[src/rtl/game_pkg.sv]
// Shared game state codes and sizing helpers, imported by the sequencer and the
// display overlay logic.
package game_pkg;

    localparam int STATE_W        = 3;
    localparam int TAIL_W_DEFAULT = 6;

    typedef enum logic [STATE_W-1:0] {
        ST_IDLE    = 3'd0,
        ST_NEWGAME = 3'd1,
        ST_COUNT   = 3'd2,
        ST_PLAY    = 3'd3,
        ST_PAUSE   = 3'd4,
        ST_OVER    = 3'd5,
        ST_WON     = 3'd6
    } state_t;

    // Counter width for a modulus of n; never narrower than one bit.
    function automatic int cnt_w(input int n);
        return (n > 1) ? $clog2(n) : 1;
    endfunction

endpackage

[src/rtl/frame_divider.sv]
// Modulo-N frame_tick counter with synchronous clear (load) and freeze; wrap is
// asserted combinationally on the tick that completes N frames.
module frame_divider
    import game_pkg::*;
#(
    parameter int N = 8
) (
    input  logic clk,
    input  logic reset,
    input  logic tick,
    input  logic load,
    input  logic freeze,
    output logic wrap
);

    localparam int           W    = cnt_w(N);
    localparam logic [W-1:0] LAST = W'(N - 1);

    logic [W-1:0] cnt;

    assign wrap = tick && !freeze && (cnt == LAST);

    always_ff @(posedge clk) begin
        if (reset || load) begin
            cnt <= '0;
        end else if (tick && !freeze) begin
            cnt <= wrap ? '0 : cnt + W'(1);
        end
    end

endmodule

[src/rtl/game_seq_ctrl.sv]
// Game life-cycle sequencer: title, reset pulse, countdown, play, pause, end.
// Optional PLAY<->PAUSE toggling on the start button is built with GAME_PAUSE_EN.
module game_seq_ctrl
    import game_pkg::*;
#(
    parameter int SPEED_FRAMES = 8,
    parameter int COUNT_FRAMES = 60,
    parameter int RST_CYCLES   = 4,
    parameter int TAIL_W       = TAIL_W_DEFAULT
) (
    input  logic               vga_clk,
    input  logic               reset,
    input  logic               frame_tick,
    input  logic               start_btn,
    input  logic               game_over_in,
    input  logic               game_won_in,
    input  logic [TAIL_W-1:0]  tail_count,
    output logic               game_rst,
    output logic               upd_en,
    output logic [STATE_W-1:0] state,
    output logic [1:0]         cd_digit,
    output logic [TAIL_W-1:0]  score,
    output logic [TAIL_W-1:0]  high_score
);

    localparam int RW = cnt_w(RST_CYCLES);

    state_t         st, nxt;
    logic           sync0, sync1, sync1_d, start_p;
    logic [RW-1:0]  rst_cnt;
    logic [1:0]     cd_nxt;
    logic           upd_nxt, latch, end_game;
    logic           cd_wrap, spd_wrap, cd_load, spd_load, rst_load;
    logic           cd_frz, spd_frz;

    // Button: two-flop synchronizer, then a registered rising-edge pulse.
    always_ff @(posedge vga_clk) begin
        if (reset) begin
            sync0   <= 1'b0;
            sync1   <= 1'b0;
            sync1_d <= 1'b0;
            start_p <= 1'b0;
        end else begin
            sync0   <= start_btn;
            sync1   <= sync0;
            sync1_d <= sync1;
            start_p <= sync1 & ~sync1_d;
        end
    end

    assign end_game = game_won_in || game_over_in;

    always_comb begin
        nxt     = st;
        cd_nxt  = cd_digit;
        upd_nxt = 1'b0;
        latch   = 1'b0;
        case (st)
            ST_IDLE: begin
                cd_nxt = 2'd0;
                if (start_p) nxt = ST_NEWGAME;
            end
            ST_NEWGAME: begin
                if (rst_cnt == '0) begin
                    nxt    = ST_COUNT;
                    cd_nxt = 2'd3;
                end
            end
            ST_COUNT: begin
                if (cd_wrap) begin
                    if (cd_digit == 2'd1) begin
                        nxt    = ST_PLAY;
                        cd_nxt = 2'd0;
                    end else begin
                        cd_nxt = cd_digit - 2'd1;
                    end
                end
            end
            ST_PLAY: begin
                // End of game outranks both the advance pulse and a pause request.
                if (end_game) begin
                    nxt   = game_won_in ? ST_WON : ST_OVER;
                    latch = 1'b1;
                end else begin
                    upd_nxt = spd_wrap;
`ifdef GAME_PAUSE_EN
                    if (start_p) begin
                        nxt   = ST_PAUSE;
                        latch = 1'b1;
                    end
`endif
                end
            end
`ifdef GAME_PAUSE_EN
            ST_PAUSE: begin
                if (start_p) nxt = ST_PLAY;
            end
`endif
            ST_OVER, ST_WON: begin
                if (start_p) nxt = ST_NEWGAME;
            end
            default: begin
                nxt    = ST_IDLE;
                cd_nxt = 2'd0;
            end
        endcase
    end

    assign rst_load = (nxt == ST_NEWGAME) && (st != ST_NEWGAME);
    assign cd_load  = (nxt == ST_COUNT) && (st != ST_COUNT);
    assign spd_load = (st == ST_COUNT) && (nxt == ST_PLAY);
    assign cd_frz   = (st != ST_COUNT);
    assign spd_frz  = (st != ST_PLAY);

    frame_divider #(.N(COUNT_FRAMES)) u_cd_div (
        .clk    (vga_clk),
        .reset  (reset),
        .tick   (frame_tick),
        .load   (cd_load),
        .freeze (cd_frz),
        .wrap   (cd_wrap)
    );

    frame_divider #(.N(SPEED_FRAMES)) u_spd_div (
        .clk    (vga_clk),
        .reset  (reset),
        .tick   (frame_tick),
        .load   (spd_load),
        .freeze (spd_frz),
        .wrap   (spd_wrap)
    );

    always_ff @(posedge vga_clk) begin
        if (reset) begin
            st         <= ST_IDLE;
            game_rst   <= 1'b1;
            upd_en     <= 1'b0;
            cd_digit   <= 2'd0;
            score      <= '0;
            high_score <= '0;
            rst_cnt    <= '0;
        end else begin
            st       <= nxt;
            game_rst <= (nxt == ST_IDLE) || (nxt == ST_NEWGAME);
            upd_en   <= upd_nxt;
            cd_digit <= cd_nxt;
            if (latch) begin
                score <= tail_count;
                if (tail_count > high_score) high_score <= tail_count;
            end
            // Loaded on entry so NEWGAME lasts exactly RST_CYCLES cycles.
            if (rst_load) begin
                rst_cnt <= RW'(RST_CYCLES - 1);
            end else if ((st == ST_NEWGAME) && (rst_cnt != '0)) begin
                rst_cnt <= rst_cnt - RW'(1);
            end
        end
    end

    assign state = st;

endmodule

[config.mk]
export PLATFORM = sky130hd
export DESIGN_NAME = game_seq_ctrl
export DESIGN_NICKNAME = d
export VERILOG_FILES = /design/src/rtl/game_pkg.sv /design/src/rtl/frame_divider.sv /design/src/rtl/game_seq_ctrl.sv
export SDC_FILE = /design/constraint.sdc
export NUM_CORES = 1
export LEC_CHECK = 0
export ABC_AREA = 1
export CAP_MARGIN = 0
export CORE_MARGIN = 1
export CORE_UTILIZATION = 55
export CTS_CLUSTER_DIAMETER = 80
export DETAILED_ROUTE_END_ITERATION = 10
export PLACE_DENSITY = 0.83
export SLEW_MARGIN = 20
export SYNTH_ARGS = -nofsm -noshare
export SYNTH_HDL_FRONTEND = slang
export SYNTH_SLANG_ARGS = --single-unit
[constraint.sdc]
create_clock -name vga_clk -period 2.9 [get_ports vga_clk]
set_clock_uncertainty 0.1 [all_clocks]
set_input_delay 0.29 -clock vga_clk [delete_from_list [all_inputs] [get_ports vga_clk]]
set_output_delay 0.29 -clock vga_clk [all_outputs]
set_load 0.02 [all_outputs]
After elaboration in Yosys (flattened, before gate mapping)
Cells that the tools add are included.

storage, ports and cells
  flip-flop bits (word level) = 34
  latch bits = 0
  memory bits (writable) = 0
  ROM bits = 0
  output and inout bits = 19
  memories = 0

cells by class
  $add $sub $neg = 4
  $mul = 0
  div/mod/pow operators = 0
  $lt $le $gt $ge = 1
  eq/ne operators = 16
  shift operators = 0
  multiplexer cells = 17
  bitwise operators = 4
  reductions and logical operators = 24

operators with widths
  cell                                                                   number
  3-bit two-way mux                                                      6
  3-bit by 2-bit equality test with 1-bit output, second input constant  4
  2-bit two-way mux                                                      6
  3-bit case mux with 4 select lines                                     1
  3-bit equality test, second input constant                             3
  3-bit OR reduction                                                     3
  1-bit logical AND                                                      8
  6-bit by 1-bit adder with 6-bit output, second input constant          1
  3-bit by 1-bit equality test with 1-bit output, second input constant  2
  6-bit equality test, second input constant                             1
  6-bit > comparator                                                     1
  3-bit zero test                                                        2
  6-bit two-way mux                                                      1
  3-bit by 2-bit != test with 1-bit output, second input constant        2
  2-bit case mux with 3 select lines                                     1
  1-bit logical OR                                                       4
  2-bit nonzero test                                                     2
  2-bit by 1-bit subtractor with 2-bit output, second input constant     2
  3-bit by 1-bit adder with 3-bit output, second input constant          1
  3-bit by 1-bit != test with 1-bit output, second input constant        1
  1-bit inverter                                                         3
  3-bit AND reduction                                                    1
  2-bit by 1-bit equality test with 1-bit output, second input constant  1
  1-bit zero test                                                        2
  6 further kinds                                                        7

Longest topological paths before layout
Gate-level depths: netlist (run 1).

  word-level depth = 9
  depth in mapped cells = 11
  gate-level depth less buffers = 10

Modules after synthesis
Synthesis (run 1) repeated with hierarchy kept, for this count alone.

unflattened totals
  cell total of the unflattened synthesis = 256
  area total of the unflattened synthesis = 1,803.0 um^2

modules (own cells, without submodules)
  module                      times used  cells each  area an instance (um^2)  seq. area each (um^2)
  game_seq_ctrl               1           181         1,271.2                  500.5
  frame_divider at u_cd_div   1           47          347.8                    120.1
  frame_divider at u_spd_div  1           28          183.9                    60.1

Least setup slack after synthesis (run 1)
Ideal clock, no wire load.

  path type = flip-flop to flip-flop
  start = register high_score[5]
  end = register high_score[1]
  library setup time = 115 ps
  data arrival time = 1,434 ps
  required time = 2,685 ps
  setup slack = 1,251 ps
  stages on the path, launching flop included = 11
  path buffers = 1
  clock period less this slack = 1,649 ps
  cells stage by stage = dfxtp_1 -> inv_1 -> ha_1 -> nand2_1 -> nor2_1 -> o21ai_0 -> nand3_1 -> buf_4 -> nand3_1 -> nand2_1 -> nor2_1

on the way
  longest elaborated chain between the ends = 2

RTL lines
  element                        RTL line              text
  start: declaration             game_seq_ctrl.sv:23   output logic [TAIL_W-1:0] high_score
  start signal: assignment       game_seq_ctrl.sv:149  if (tail_count > high_score) high_score <= tail_count;
  6-bit > comparator             game_seq_ctrl.sv:149
  2-bit AND reduction (no line)  --

Every way passes these cells.
A chain may end at the register's enable or synchronous reset.

Worst setup path in the final report (run 1)
  start = register high_score[5]
  end = register high_score[3]

The elaborated chain is that of the path after synthesis.

==> qor.tcl, run 1 <==
set qor(cts-resized-gates) 0
set qor(report.final.setup_viol) 0
set qor(number_of_diodes) 0
set qor(post_cts.repair.setup_buffers) 0
set qor(max_cap_violations) 0
set qor(finalWorstPathRequiredPeriod_ns) 1.89
set qor(worst_hold_startpoint) {sync1_d$_SDFF_PP0_}
set qor(worst-path-max-fanout) 12
set qor(hold-worst-slack_ns) 0.290
set qor(startpoint_type) {flop}
set qor(critical_path.max_stage_delay_ns) 0.37
set qor(detail-route-antenna-nets) 0
set qor(avgSynthCellArea_um2) 7.12
set qor(synthToLayoutAreaGrowth_pct) 21.2
set qor(drt-initial-drc-count) 93
set qor(place_worst_setup_slack_ns) 0.705
set qor(max_slew_margin_pct) 65.9
set qor(critPathSlowestCell) {sky130_fd_sc_hd__dfxtp_1}
set qor(cts_root_buffer) {sky130_fd_sc_hd__clkbuf_4}
set qor(achievable-frequency_mhz) 530
set qor(initial_utilization_pct) 60.1
set qor(post_drt_wl_per_cell_um) 11.0
set qor(worstSetupEndpointType) {flop}
set qor(total_leakage_power_nw) 0.933
set qor(pwr_density_cell_mw_per_mm2) 429
set qor(min-delay-path-class) {reg -> reg}
set qor(peakVddDrop_mv) 0.395
set qor(core_area_mm2) 0.00285
set qor(synth.top_cells.by_area) {sky130_fd_sc_hd__dfxtp_1 (40%), sky130_fd_sc_hd__nand2_1 (9.2%), sky130_fd_sc_hd__inv_1 (8.5%)}
set qor(ys_warn_count) 0
set qor(outcome) {finished, final reports clean}
set qor(top_level_ports) 31
set qor(clock_tree.buffer_depth) 2
set qor(layout_setup_ws_ns) 1.01
set qor(port-buffer-count) 30
set qor(fp.dieW_um) 57.8
set qor(grt_use_total_pct) 22.4
set qor(vias) 1581
set qor(rows) 19
set qor(post-dp-hpwl_um) 2550
set qor(hold-path-endpoint) {start_p$_SDFF_PP0_}
set qor(synth-edff-count) 0
set qor(timing.critical_path.arrival_ns) 2.02
set qor(h_tree_lvl_count) 2
set qor(path_class) {reg -> reg}
set qor(cts_hold_repair.buffers) 0
set qor(synthCells) 241
set qor(viasPerCell) 5.18
set qor(grt_pass1_vias) 1406
set qor(fraction_of_final_layout_cells_with_drive_strength_greater_than_1_pct) 7.66
set qor(synth_seq_area_share_pct) 39.7
set qor(worstPathRequired_ns) 3.03
set qor(hold-path-cell-count) 1
set qor(synth_nets) 264
set qor(fin_tns_setup_ns) 0
set qor(worst_setup_hold_path_clk_slew_ns) 0.10
set qor(rr_startpoint) {high_score[5]$_SDFFE_PP0P_}
set qor(post-route-util_pct) 72.9
set qor(clock_insertion_delay_worst_skew_ns) 0.33
set qor(cp_num_buf_inv) 1
set qor(synth.top_cell.area_share_pct) 39.7
set qor(post-route-drc-count) 0
set qor(numCtsBuffers) 5
set qor(timing.final.hold_violations) 0
set qor(synthFlopType) {sky130_fd_sc_hd__dfxtp_1}
set qor(critical_path.reg2reg.endpoint) {high_score[3]$_SDFFE_PP0P_}
set qor(path_delay_family) {simple AND/OR/NAND/NOR gates}
set qor(layout_worst_path_cycle_share_pct) 65.0
set qor(tightestPinTransition_ns) 0.511
set qor(grt_overflow) 0
set qor(grt_start_max_net_pins) 18
set qor(num-nets-final) 296
set qor(tritoncts) {built}
set qor(post_synthesis_instance_area_mm2) 0.00172
set qor(asyncSetResetFlopFracSynth_pct) 0
set qor(place.gp.congestion) 0.838
set qor(timing.final.max_slew_violations) 0
set qor(synth_cell_type_count) 25
set qor(grt_pass1_wl_um) 5810
set qor(worst-r2r-cell-count) 9
set qor(timing.reg2reg.setup_slack_ns) 1.01
set qor(synth.ff_latch_count) 34
set qor(critical_path.cell_chain) {inv_1 > ha_1 > nand2_1 > nor2_1 > o21ai_0 > nand3_1 > nand3_1 > nand2_1 > nor2_1}
set qor(finalWirelength_um) 3350
set qor(cts.sink_count) 34
set qor(grt_antenna_before_repair) 0
set qor(detailedRoute.firstPassIterationCount) 4
set qor(die_height_um) 57.8
set qor(synth.largest_area_cell) {sky130_fd_sc_hd__dfxtp_1}
set qor(rsz0062_at_grt) {no}
set qor(floorplan_die_area_mm2) 0.00335
==> worst max path at each step <==
stage | start | to | slack, ns | cells after the start
global route | high_score[5]$_SDFFE_PP0P_ | high_score[2]$_SDFFE_PP0P_ | 0.86 | 9
detailed placement | tail_count[5] | high_score[3]$_SDFFE_PP0P_ | 0.70 | 9
floorplan | high_score[5]$_SDFFE_PP0P_ | high_score[1]$_SDFFE_PP0P_ | 1.25 | 10
CTS | high_score[5]$_SDFFE_PP0P_ | high_score[3]$_SDFFE_PP0P_ | 1.03 | 9
global placement | tail_count[5] | high_score[4]$_SDFFE_PP0P_ | 0.79 | 9
finish | high_score[5]$_SDFFE_PP0P_ | high_score[3]$_SDFFE_PP0P_ | 1.01 | 9
==> registers in the layout (all words and copies together) (netlist names) <==
register and flops:
sync0 1, high_score 6, upd_en 1, sync1_d 1, rst_cnt 2, u_spd_div.cnt 3, start_p 1, state 3
score 6, u_cd_div.cnt 6, cd_digit 2, sync1 1, game_rst 1
==> Yosys cell counts, drive strengths merged, types with 2 or more instances <==
library cell  count
a21oi            26
buf               4
dfxtp            34
ha               11
inv              43
nand2            47
nand3            24
nand4             2
nor2             33
o21ai             9
o21bai            2
==> power breakdown <==
part           switching [mW]  internal, mW
clock network           0.154         0.117
registers              0.0110         0.480
logic                  0.0737        0.0557
total                   0.239         0.654
==> logic make-up after synthesis <==
logic type / Yosys count / synth area share [%]
flip-flops: 34 / 39.7
AND/OR/NAND/NOR: 108 / 28.4
AO/OA/AOI/OAI: 39 / 12.0
adder cells (fa/ha/maj): 11 / 8.02
XOR/XNOR: 1 / 0.511
buffers and inverters: 48 / 11.5
==> area by class of cell <==
class	instances	area, µm²
Fill cell	230	773
Inverter	43	161
Tap cell	31	38.8
Sequential cell	34	681
Timing Repair Buffer	30	300
Clock inverter	1	5.00
Multi-Input combinational cell	159	838
Clock buffer	7	55.1
==> routing by layer <==
metal  up-vias  wire, µm  part of all wire, %  GRT usage, %
met4         0        51                  1.5          9.86
met3         7       120                  3.6          6.25
li1        828         -                    -             -
met5         -         0                    0             0
met1       714      1730                   52          31.0
met2        32      1450                   43          32.7
==> stage by stage <==
stage / cell area (µm²) / power, mW / std cells
after floorplan: 1720 / 0.586 / 241
after global placement: 2020 / 0.627 / 297
after detailed placement: 2020 / 0.631 / 297
after CTS: 2080 / 0.900 / 305
after global routing: 2080 / 0.946 / 305
final: 2080 / 0.893 / 305
==> cell usage in the layout (no fill, tap or decap), types with 2 or more instances in the layout <==
master                            netlist  final
sky130_fd_sc_hd__ha_1                  11     11
sky130_fd_sc_hd__a21oi_1               26     26
sky130_fd_sc_hd__nand4_1                2      2
sky130_fd_sc_hd__inv_2                  4      4
sky130_fd_sc_hd__clkdlybuf4s50_1        0     30
sky130_fd_sc_hd__clkbuf_4               0      5
sky130_fd_sc_hd__o21ai_0                9      9
sky130_fd_sc_hd__nor2_1                31     31
sky130_fd_sc_hd__o21bai_1               2      2
sky130_fd_sc_hd__inv_1                 39     39
sky130_fd_sc_hd__nand2_1               42     42
sky130_fd_sc_hd__dfxtp_1               34     34
sky130_fd_sc_hd__nand3_1               21     21
sky130_fd_sc_hd__nand3_2                3      3
sky130_fd_sc_hd__nand2_2                4      4
(Power assumes the default switching activity.)
==> run 2: changes to the inputs <==
--- a/config.mk
+++ b/config.mk
@@ -8,10 +8,10 @@
 export ABC_AREA = 1
 export CAP_MARGIN = 0
 export CORE_MARGIN = 1
-export CORE_UTILIZATION = 55
+export CORE_UTILIZATION = 47
 export CTS_CLUSTER_DIAMETER = 80
 export DETAILED_ROUTE_END_ITERATION = 10
-export PLACE_DENSITY = 0.83
+export PLACE_DENSITY = 0.76
 export SLEW_MARGIN = 20
 export SYNTH_ARGS = -nofsm -noshare
 export SYNTH_HDL_FRONTEND = slang
==> constraint.sdc (replaced) <==
create_clock -name vga_clk -period 1.7 [get_ports vga_clk]
set_clock_uncertainty 0.1 [all_clocks]
set_input_delay 0.17 -clock vga_clk [delete_from_list [all_inputs] [get_ports vga_clk]]
set_output_delay 0.17 -clock vga_clk [all_outputs]
set_load 0.02 [all_outputs]
==> run 2 against run 1 <==
Sequential share of layout area is 1.7 points lower. Worst hold slack worse by 0.043 ns. Clock-buffer cell count stayed put.
==> qor.tcl, run 2 (same netlist as run 1, synthesis figures left out) <==
set qor(drt-initial-drc-count) 41 ;# was 93
set qor(worst-path-max-fanout) 2 ;# was 12
set qor(path_class) {reg -> out} ;# was reg -> reg
set qor(worst_setup_hold_path_clk_slew_ns) 0.10 ;# about the same
set qor(post-dp-hpwl_um) 2630 ;# was 2550 µm
set qor(power.share.clock_pct) 30.0 ;# was 30.4%
set qor(fin_tns_setup_ns) 0 ;# unchanged
set qor(grt_pass1_wl_um) 6050 ;# was 5810 µm
set qor(number_of_diodes) 0 ;# unchanged
set qor(place.gp.congestion) 0.789 ;# was 0.838
set qor(floorplan_die_area_mm2) 0.00390 ;# was 0.00335 mm²
set qor(layout_worst_path_cycle_share_pct) 96.8
set qor(layout_common_cells) {sky130_fd_sc_hd__nand2_1 (42), sky130_fd_sc_hd__inv_1 (39), sky130_fd_sc_hd__nor2_1 (29)} ;# was sky130_fd_sc_hd__nand2_1 (42), sky130_fd_sc_hd__inv_1 (39), sky130_fd_sc_hd__dfxtp_1 (34)
set qor(port-buffer-count) 30 ;# unchanged
set qor(outcome) {finished, final reports clean} ;# unchanged
set qor(critical_path.cell_chain) {buf_4 > clkdlybuf4s50_1} ;# was inv_1 > ha_1 > nand2_1 > nor2_1 > o21ai_0 > nand3_1 > nand3_1 > nand2_1 > nor2_1
set qor(placed_area_mm2) 0.00210 ;# was 0.00202 mm²
set qor(rows) 21 ;# was 19
set qor(combinationalPowerShare_pct) 15.8 ;# was 14.5%
set qor(grt_start_max_net_pins) 17 ;# was 18
set qor(clock_insertion_delay_worst_skew_ns) 0.34 ;# was 0.33 ns
set qor(post_drt_wl_per_cell_um) 11.0 ;# about the same
set qor(grt_overflow) 0 ;# unchanged
set qor(detailedRoute.firstPassIterationCount) 4 ;# unchanged
set qor(synthToLayoutAreaGrowth_pct) 29.2 ;# was 21.2%
set qor(min-delay-path-class) {in -> reg} ;# was reg -> reg
set qor(top_level_ports) 31 ;# unchanged
set qor(power.internal_mw) 1.13 ;# was 654 µW
set qor(core_area_mm2) 0.00342 ;# was 0.00285 mm²
set qor(tritoncts) {built} ;# unchanged
set qor(grt_antenna_before_repair) 0 ;# unchanged
set qor(tightestPinTransition_ns) 0.267 ;# was 0.511 ns
set qor(startpoint_type) {flop} ;# unchanged
set qor(peakVddDrop_mv) 0.526 ;# was 0.395 mV
set qor(viasPerCell) 4.73 ;# was 5.18
set qor(cts_root_buffer) {sky130_fd_sc_hd__clkbuf_4} ;# unchanged
set qor(post-route-drc-count) 0 ;# unchanged
set qor(worstPathRequired_ns) 1.43 ;# was 3.03 ns
set qor(num-nets-final) 306 ;# was 296
set qor(h_tree_lvl_count) 2 ;# unchanged
set qor(pwr_density_cell_mw_per_mm2) 697 ;# was 429 mW/mm²
set qor(timing.final.max_slew_violations) 0 ;# unchanged
set qor(numCtsBuffers) 5 ;# unchanged
set qor(initial_utilization_pct) 50.2 ;# was 60.1%
set qor(grt_pass1_vias) 1428 ;# was 1,406
set qor(detail-route-antenna-nets) 0 ;# unchanged
set qor(max_cap_violations) 0 ;# unchanged
set qor(post-route-util_pct) 64.9 ;# was 72.9%
set qor(final-instance-count-excl-fill) 330 ;# was 305
set qor(critPathSlowestCell) {sky130_fd_sc_hd__clkdlybuf4s50_1} ;# was sky130_fd_sc_hd__dfxtp_1
set qor(achievable-frequency_mhz) 608
set qor(finalWirelength_um) 3640 ;# was 3350 µm
set qor(reg_top3) {high_score: 6 flops, score: 6 flops, u_cd_div.cnt: 6 flops} ;# unchanged
set qor(worstSetupEndpointType) {output port} ;# was flop
set qor(timing.critical_path.arrival_ns) 1.38 ;# was 2.02 ns
set qor(fraction_of_final_layout_cells_with_drive_strength_greater_than_1_pct) 14.4 ;# was 7.66%
set qor(switching_share_pct) 26.8 ;# about the same
set qor(final_area_mm2) 0.00222 ;# was 0.00208 mm²
set qor(cts.sink_count) 34 ;# unchanged
set qor(critical_path.max_stage_delay_ns) 0.60 ;# was 0.37 ns
set qor(finalWorstPathRequiredPeriod_ns) 1.65
set qor(vias) 1561 ;# was 1,581
set qor(total_leakage_power_nw) 1.02 ;# was 0.933 nW
set qor(placed_cells_incl_taps) 320 ;# was 297
set qor(fp.dieW_um) 62.4 ;# was 57.8 µm
set qor(most_common_cell_after_layout_fill_and_taps_aside) {sky130_fd_sc_hd__nand2_1} ;# unchanged
set qor(grt_use_total_pct) 19.8 ;# was 22.4%
set qor(power.net_switching_uw) 414 ;# was 239 µW
set qor(clock_tree.buffer_depth) 2 ;# unchanged
set qor(timing.final.hold_violations) 0 ;# unchanged
set qor(overall_power_mw) 1.54 ;# was 893 µW
set qor(report.final.setup_viol) 0 ;# unchanged
set qor(max_slew_margin_pct) 82.0 ;# was 65.9%
set qor(sequentialPowerShare_pct) 54.3 ;# was 55.1%
set qor(die_height_um) 62.4 ;# was 57.8 µm
[run 2: what timing repair did]
item	in CTS	in global routing
gates cloned	0	1
setup buffers	0	1
resized for setup	3	15
hold buffers	0	0
pin swaps	0	4
endpoints found under the setup margin	3	11
[run 2: through the flow]
step	worst slack [ns]	hold WS [ns]
global placement	-0.0896	0.285
detailed placement	-0.160	0.286
finish	0.0549	0.247
CTS	0.0297	0.236
global route	-0.00459	0.238
floorplan	0.0509	0.177
[run 2: final cells by class]
| type | instances | area (µm²) |
|---|---|---|
| fill | 316 | 1200 |
| multi-input combinational | 159 | 867 |
| inverter | 43 | 161 |
| timing repair buffer | 40 | 382 |
| sequential | 34 | 688 |
| tap | 46 | 57.6 |
| clock inverter | 1 | 5.00 |
| clock buffer | 7 | 55.1 |
[run 2: metal layers]
metal	track usage (%)	vias up	part of all wire [%]
li1	-	844	-
met1	25.8	676	51
met5	0	-	0
met4	8.43	0	1.4
met2	29.6	36	43
met3	6.75	5	4.5
[run 2: power groups by stage]
stage          Clock (mW)  Combinational [mW]  Sequential (mW)
2_1_floorplan           0               0.132            0.867
3_3_place_gp            0               0.228            0.856
3_5_place_dp            0               0.232            0.856
4_1_cts             0.472               0.231            0.838
5_1_grt             0.507               0.274            0.842
6_report            0.463               0.243            0.838
[run 2: worst paths after layout]
| check | start | endpoint | slack [ns] | cells past startpoint |
|---|---|---|---|---|
| worst max-delay path | high_score[5]$_SDFFE_PP0P_ | high_score[5] | 0.05 | 2 |
| worst min-delay path | start_btn | sync0$_SDFF_PP0_ | 0.25 | 3 |
| worst max register to register | high_score[3]$_SDFFE_PP0P_ | high_score[4]$_SDFFE_PP0P_ | 0.07 | 10 |
| worst min register to register | sync1_d$_SDFF_PP0_ | start_p$_SDFF_PP0_ | 0.30 | 1 |
[run 2: critical path, delay by kind of cell (launching register included)]
family	cells	cell delay, ns
DFF	1	0.34
buffers and inverters	2	0.70
